File: config.mk
export PLATFORM = sky130hd
export DESIGN_NAME = muldiv_seq
export DESIGN_NICKNAME = d
export VERILOG_FILES = /design/src/rtl/muldiv_seq.sv
export SDC_FILE = /design/constraint.sdc
export NUM_CORES = 1
export LEC_CHECK = 0
export CORE_ASPECT_RATIO = 1.5
export CORE_UTILIZATION = 66
export CTS_BUF_LIST = sky130_fd_sc_hd__clkbuf_2 sky130_fd_sc_hd__clkbuf_4 sky130_fd_sc_hd__clkbuf_8
export CTS_CLUSTER_DIAMETER = 50
export DETAILED_ROUTE_END_ITERATION = 6
export PLACE_DENSITY_LB_ADDON = 0.08
export REMOVE_ABC_BUFFERS = 1
export SKIP_CTS_REPAIR_TIMING = 1
export SLEW_MARGIN = 20
export SYNTH_ARGS = -nofsm -noshare
export SYNTH_HDL_FRONTEND = slang
export SYNTH_SLANG_ARGS = --single-unit
File: constraint.sdc
create_clock -name clk -period 7 [get_ports clk]
set_input_delay 1.4 -clock clk [delete_from_list [all_inputs] [get_ports clk]]
set_output_delay 1.4 -clock clk [all_outputs]
set_load 0.1 [all_outputs]
File: src/rtl/muldiv_seq.sv
// muldiv_seq: iterative RV32M multiply/divide unit sequenced around one shared XLEN-bit adder.
// Optional feature: define MULDIV_FAST_ZERO_EN to bypass the iteration for zero operands / zero divisor.
module muldiv_seq #(
  parameter int XLEN = 32
) (
  input  logic            clk,
  input  logic            rst_n,
  input  logic            start_i,
  input  logic [2:0]      op_i,
  input  logic [XLEN-1:0] rs1_i,
  input  logic [XLEN-1:0] rs2_i,
  input  logic            flush_i,
  output logic            busy_o,
  output logic            done_o,
  output logic [XLEN-1:0] result_o
);
  localparam int CW = $clog2(XLEN);

  typedef enum logic [2:0] {IDLE, CALC, FIX_LO, FIX_HI, DONE} state_t;

  state_t          state_reg;
  logic [XLEN-1:0] hi_reg, lo_reg, mcand_reg, result_reg;
  logic [2:0]      op_reg;
  logic [CW-1:0]   cnt_reg;
  logic            mcin_reg, neg_lo_reg, neg_hi_reg, carry_reg, busy_reg, done_reg;

  // Operand decode for the request being accepted
  logic in_div, in_s1, in_s2, in_neg1, in_neg2, div_zero;
  assign in_div   = op_i[2];
  assign in_s1    = (op_i == 3'd1) || (op_i == 3'd2) || (op_i == 3'd4) || (op_i == 3'd6);
  assign in_s2    = (op_i == 3'd1) || (op_i == 3'd4) || (op_i == 3'd6);
  assign in_neg1  = in_s1 & rs1_i[XLEN-1];
  assign in_neg2  = in_s2 & rs2_i[XLEN-1];
  assign div_zero = (rs2_i == {XLEN{1'b0}});

`ifdef MULDIV_FAST_ZERO_EN
  logic            fast_hit;
  logic [XLEN-1:0] fast_result;
  assign fast_hit    = in_div ? div_zero : ((rs1_i == {XLEN{1'b0}}) || div_zero);
  assign fast_result = !in_div ? {XLEN{1'b0}} : (op_i[1] ? rs1_i : {XLEN{1'b1}});
`endif

  // Shared adder: in IDLE/DONE it negates rs1 for the load, otherwise serves the active state.
  logic [XLEN-1:0] add_a, add_b, add_sum;
  logic            add_cin, add_cout;

  always_comb begin
    add_a   = {XLEN{1'b0}};
    add_b   = ~rs1_i;
    add_cin = 1'b1;
    case (state_reg)
      CALC: begin
        add_a   = op_reg[2] ? {hi_reg[XLEN-2:0], lo_reg[XLEN-1]} : hi_reg;
        add_b   = mcand_reg;
        add_cin = mcin_reg;
      end
      FIX_LO: begin
        add_a   = {XLEN{1'b0}};
        add_b   = ~lo_reg;
        add_cin = 1'b1;
      end
      FIX_HI: begin
        add_a   = ~hi_reg;
        add_b   = {XLEN{1'b0}};
        add_cin = op_reg[2] | carry_reg;
      end
      default: ;
    endcase
  end

  assign {add_cout, add_sum} = {1'b0, add_a} + {1'b0, add_b} + {{XLEN{1'b0}}, add_cin};

  // Shifted remainder can be XLEN+1 bits wide; its lost top bit guarantees the subtraction fits.
  logic quo_bit;
  assign quo_bit = hi_reg[XLEN-1] | add_cout;

  logic [XLEN-1:0] hi_fix, res_sel;
  assign hi_fix  = neg_hi_reg ? add_sum : hi_reg;
  assign res_sel = ((op_reg == 3'd0) || (op_reg[2] && !op_reg[1])) ? lo_reg : hi_fix;

  always_ff @(posedge clk or negedge rst_n) begin
    if (!rst_n) begin
      state_reg  <= IDLE;
      hi_reg     <= {XLEN{1'b0}};
      lo_reg     <= {XLEN{1'b0}};
      mcand_reg  <= {XLEN{1'b0}};
      result_reg <= {XLEN{1'b0}};
      op_reg     <= 3'd0;
      cnt_reg    <= {CW{1'b0}};
      mcin_reg   <= 1'b0;
      neg_lo_reg <= 1'b0;
      neg_hi_reg <= 1'b0;
      carry_reg  <= 1'b0;
      busy_reg   <= 1'b0;
      done_reg   <= 1'b0;
    end else if (flush_i) begin
      state_reg <= IDLE;
      busy_reg  <= 1'b0;
      done_reg  <= 1'b0;
    end else begin
      case (state_reg)
        IDLE, DONE: begin
          state_reg <= IDLE;
          done_reg  <= 1'b0;
          if (start_i) begin
            op_reg     <= op_i;
            hi_reg     <= {XLEN{1'b0}};
            lo_reg     <= in_neg1 ? add_sum : rs1_i;
            // A negative multiplicand adds ~b+1; a negative divisor adds b instead of subtracting |b|.
            mcand_reg  <= (in_neg2 ^ in_div) ? ~rs2_i : rs2_i;
            mcin_reg   <= in_neg2 ^ in_div;
            neg_lo_reg <= in_div ? ((in_neg1 ^ in_neg2) & ~div_zero) : (in_neg1 ^ in_neg2);
            neg_hi_reg <= in_div ? in_neg1 : (in_neg1 ^ in_neg2);
            cnt_reg    <= {CW{1'b1}};
            carry_reg  <= 1'b0;
`ifdef MULDIV_FAST_ZERO_EN
            if (fast_hit) begin
              state_reg  <= DONE;
              busy_reg   <= 1'b0;
              done_reg   <= 1'b1;
              result_reg <= fast_result;
            end else
`endif
            begin
              state_reg <= CALC;
              busy_reg  <= 1'b1;
            end
          end
        end
        CALC: begin
          if (op_reg[2]) begin
            hi_reg <= quo_bit ? add_sum : {hi_reg[XLEN-2:0], lo_reg[XLEN-1]};
            lo_reg <= {lo_reg[XLEN-2:0], quo_bit};
          end else if (lo_reg[0]) begin
            {hi_reg, lo_reg} <= {add_cout, add_sum, lo_reg[XLEN-1:1]};
          end else begin
            {hi_reg, lo_reg} <= {1'b0, hi_reg, lo_reg[XLEN-1:1]};
          end
          cnt_reg <= cnt_reg - CW'(1);
          if (cnt_reg == {CW{1'b0}}) state_reg <= FIX_LO;
        end
        FIX_LO: begin
          if (neg_lo_reg) lo_reg <= add_sum;
          carry_reg <= add_cout;
          state_reg <= FIX_HI;
        end
        FIX_HI: begin
          hi_reg     <= hi_fix;
          result_reg <= res_sel;
          busy_reg   <= 1'b0;
          done_reg   <= 1'b1;
          state_reg  <= DONE;
        end
        default: state_reg <= IDLE;
      endcase
    end
  end

  assign busy_o   = busy_reg;
  assign done_o   = done_reg;
  assign result_o = result_reg;

endmodule
==> results.tsv <==
metric	value	unit
start_kind	flop	
seqPwrFrac	21.7	%
synth_area_leaders	dfrtp_1, mux2i_1, o21ai_0	
pwr_density_cell	560	nW/um2
critPathArrivalTime	6.04	ns
vias	13411	
maxCapViolCount	0	
finalHoldViolCount	0	
yosys.area.top_type	dfrtp_1	
critical-path-top-delay-family	compound AO/OA/AOI/OAI gates	
design.core.area	18100	um2
setup_viol	0	
fmax	176	MHz
syn_area	12300	um2
grt_pass1_wl	71100	um
grt-ovfl-total	0	
synth_edf_count	0	
holdPathStages	1	
crit_path_top_delay_cell	dfrtp_1	
n_antenna_cell	0	
p_total	7.74	mW
start_util	68.2	%
area_delta_synth_final	12.1	%
ys_top_cells_by_count	nand2_1, o21ai_0, dfrtp_1	
peakVddDrop	0.374	mV
dr.pass1.iters	6	
cp.depth	13	
htreeDepth	4	
wl_per_cell	25.4	um
switchingPower	4.43	mW
grt_max_degree	84	
die_w	114	um
maxSlewHeadroom	10.1	%
power_frac_clock	9.1	%
critical_path.max_stage_delay	0.97	ns
synth_cell_types	89	
drc	0	
setup_tns	0	ns
die_h	169	um
comb_power_share	69.2	%
dpl.hpwl	30800	um
fin_util	76.4	%
syn_inst	1528	
fin_crit	5.69	ns
p_leak	5.78	nW
cts.reportedPaths.clkPinSlew	0.10	ns
required	7.35	ns
first_global_vias	13177	
ys_seq_elements	145	
clock-sinks	145	
outcome	finished, final reports clean	
tightest_slew	1.34	ns
ys_warn_count	0	
via_per_inst	7.40	
grt_usage	48.6	%
cts-root-buf	clkbuf_8	
gp_congestion	0.988	
io_pins	105	
critPathMaxFanout	34	
rows	60	
ant_nets	0	
syn_area_per_cell	8.07	um2
crit_chain	nand2b_1 -> or2_2 -> o32ai_1 -> fa_1 -> fa_1 -> nand2b_1 -> a21oi_1 -> o31ai_1 -> o311ai_0 -> o311ai_2 -> a21boi_0 -> o21ai_0 -> o211ai_1	
nets	1657	
hold_ws	0.481	ns
clk_latency	0.49	ns
synth_top_flop_cell	dfrtp_1	
swShare	57.2	%
antenna_found_initial	1	
io_buffers	104	
die_area	19200	um2
cts_tree	yes	
seq_area_frac_synth	29.4	%
cts_buffer_depth	2	
routed_wl	46000	um
criticalPathCategory	flop to flop	
ys_async_sr_fraction	100	%
drive_gt1_share	7.48	%
finalCritPeriodShare	81.3	%
critPathCaptureType	flop	
drv_slew	0	
initialDrtViolationCount	1655	
grt_setup_unrepaired	false	
hold_path_class	flop to flop	
path_buf_inv	0	
synth_most_common_cell	nand2_1	
cts-buffers-inserted	17	
intPower	3.31	mW
netlist.area_leader.share	29.4	%
rr_worst_depth	13	
fin_skew	0.0139	ns
power groups by stage:
stage / logic (mW) / clock network (mW) / registers [mW]
final: 5.35 / 0.704 / 1.68
after global routing: 5.68 / 0.723 / 1.71
after CTS: 5.16 / 0.697 / 1.65
after detailed placement: 5.13 / 0 / 1.66
after global placement: 5.04 / 0 / 1.65
after floorplan: 3.17 / 0 / 2.11
worst reg2reg max path, cell delays in order, from the launching register on:
cell      delay (ns)
dfrtp_1         0.97
nand2b_1        0.29
or2_2           0.73
o32ai_1         0.34
fa_1            0.53
fa_1            0.48
nand2b_1        0.19
a21oi_1         0.30
o31ai_1         0.20
o311ai_0        0.56
o311ai_2        0.29
a21boi_0        0.19
o21ai_0         0.36
o211ai_1        0.15
cells by family (layout without fill, tap and decap cells):
family / Yosys count / after routing / synth area share, %
AOI/OAI and AO/OA: 598 / 598 / 32.4
xor gates and xnor gates: 58 / 58 / 4.18
adders and majority gates: 35 / 35 / 3.67
buffers and inverters: 153 / 189 / 5.13
DFF: 145 / 145 / 29.4
muxes: 108 / 108 / 8.90
and+or+nand+nor: 431 / 431 / 16.2
metrics by stage:
stage	instance area (um2)	std cells	setup slack (ns)
floorplan	11800	1400	0.821
global route	13800	1812	1.15
detailed placement	13400	1779	1.55
global placement	13400	1779	1.63
finish	13800	1812	1.31
CTS	13800	1811	1.58
worst paths after layout:
path | slack, ns | start | to
min in group asynchronous | 0.92 | rst_n | lo_reg[21]
hold reg to reg | 0.48 | result_o[12] | result_o[12]
setup / recovery | 1.31 | state_reg[1] | hi_reg[18]
hold / removal | 0.48 | result_o[12] | result_o[12]
max in group asynchronous | 4.68 | rst_n | hi_reg[15]
setup reg to reg | 1.31 | state_reg[1] | hi_reg[18]
cells in the final DEF (no fill, tap or decap), types with 15 or more instances in the layout:
| cell | count |
|---|---|
| a211oi_1 | 31 |
| a21o_1 | 24 |
| a21oi_1 | 112 |
| a221o_1 | 39 |
| a22oi_1 | 15 |
| a31oi_1 | 16 |
| buf_4 | 25 |
| clkbuf_8 | 18 |
| clkdlybuf4s50_1 | 103 |
| dfrtp_1 | 143 |
| ha_1 | 33 |
| inv_1 | 25 |
| mux2i_1 | 95 |
| nand2_1 | 169 |
| nand3_1 | 46 |
| nor2_1 | 89 |
| nor2b_1 | 37 |
| nor3_1 | 16 |
| o21ai_0 | 160 |
| o22ai_1 | 65 |
| xnor2_1 | 18 |
| xor2_1 | 39 |
metal layers:
layer	global-route usage, %	part of all wire [%]
met5	0	0
met2	77.4	46
met3	13.3	12
met1	54.3	34
met4	39.5	9.0
final cells by class:
cell class / instances / area (um2)
sequential: 145 / 3630
fill: 1377 / 4270
inverter: 25 / 93.8
clock buffer: 18 / 248
multi-input combinational: 1230 / 8110
timing repair buffer: 132 / 1280
clock inverter: 14 / 144
tap: 248 / 310
(Power assumes the default switching activity.)
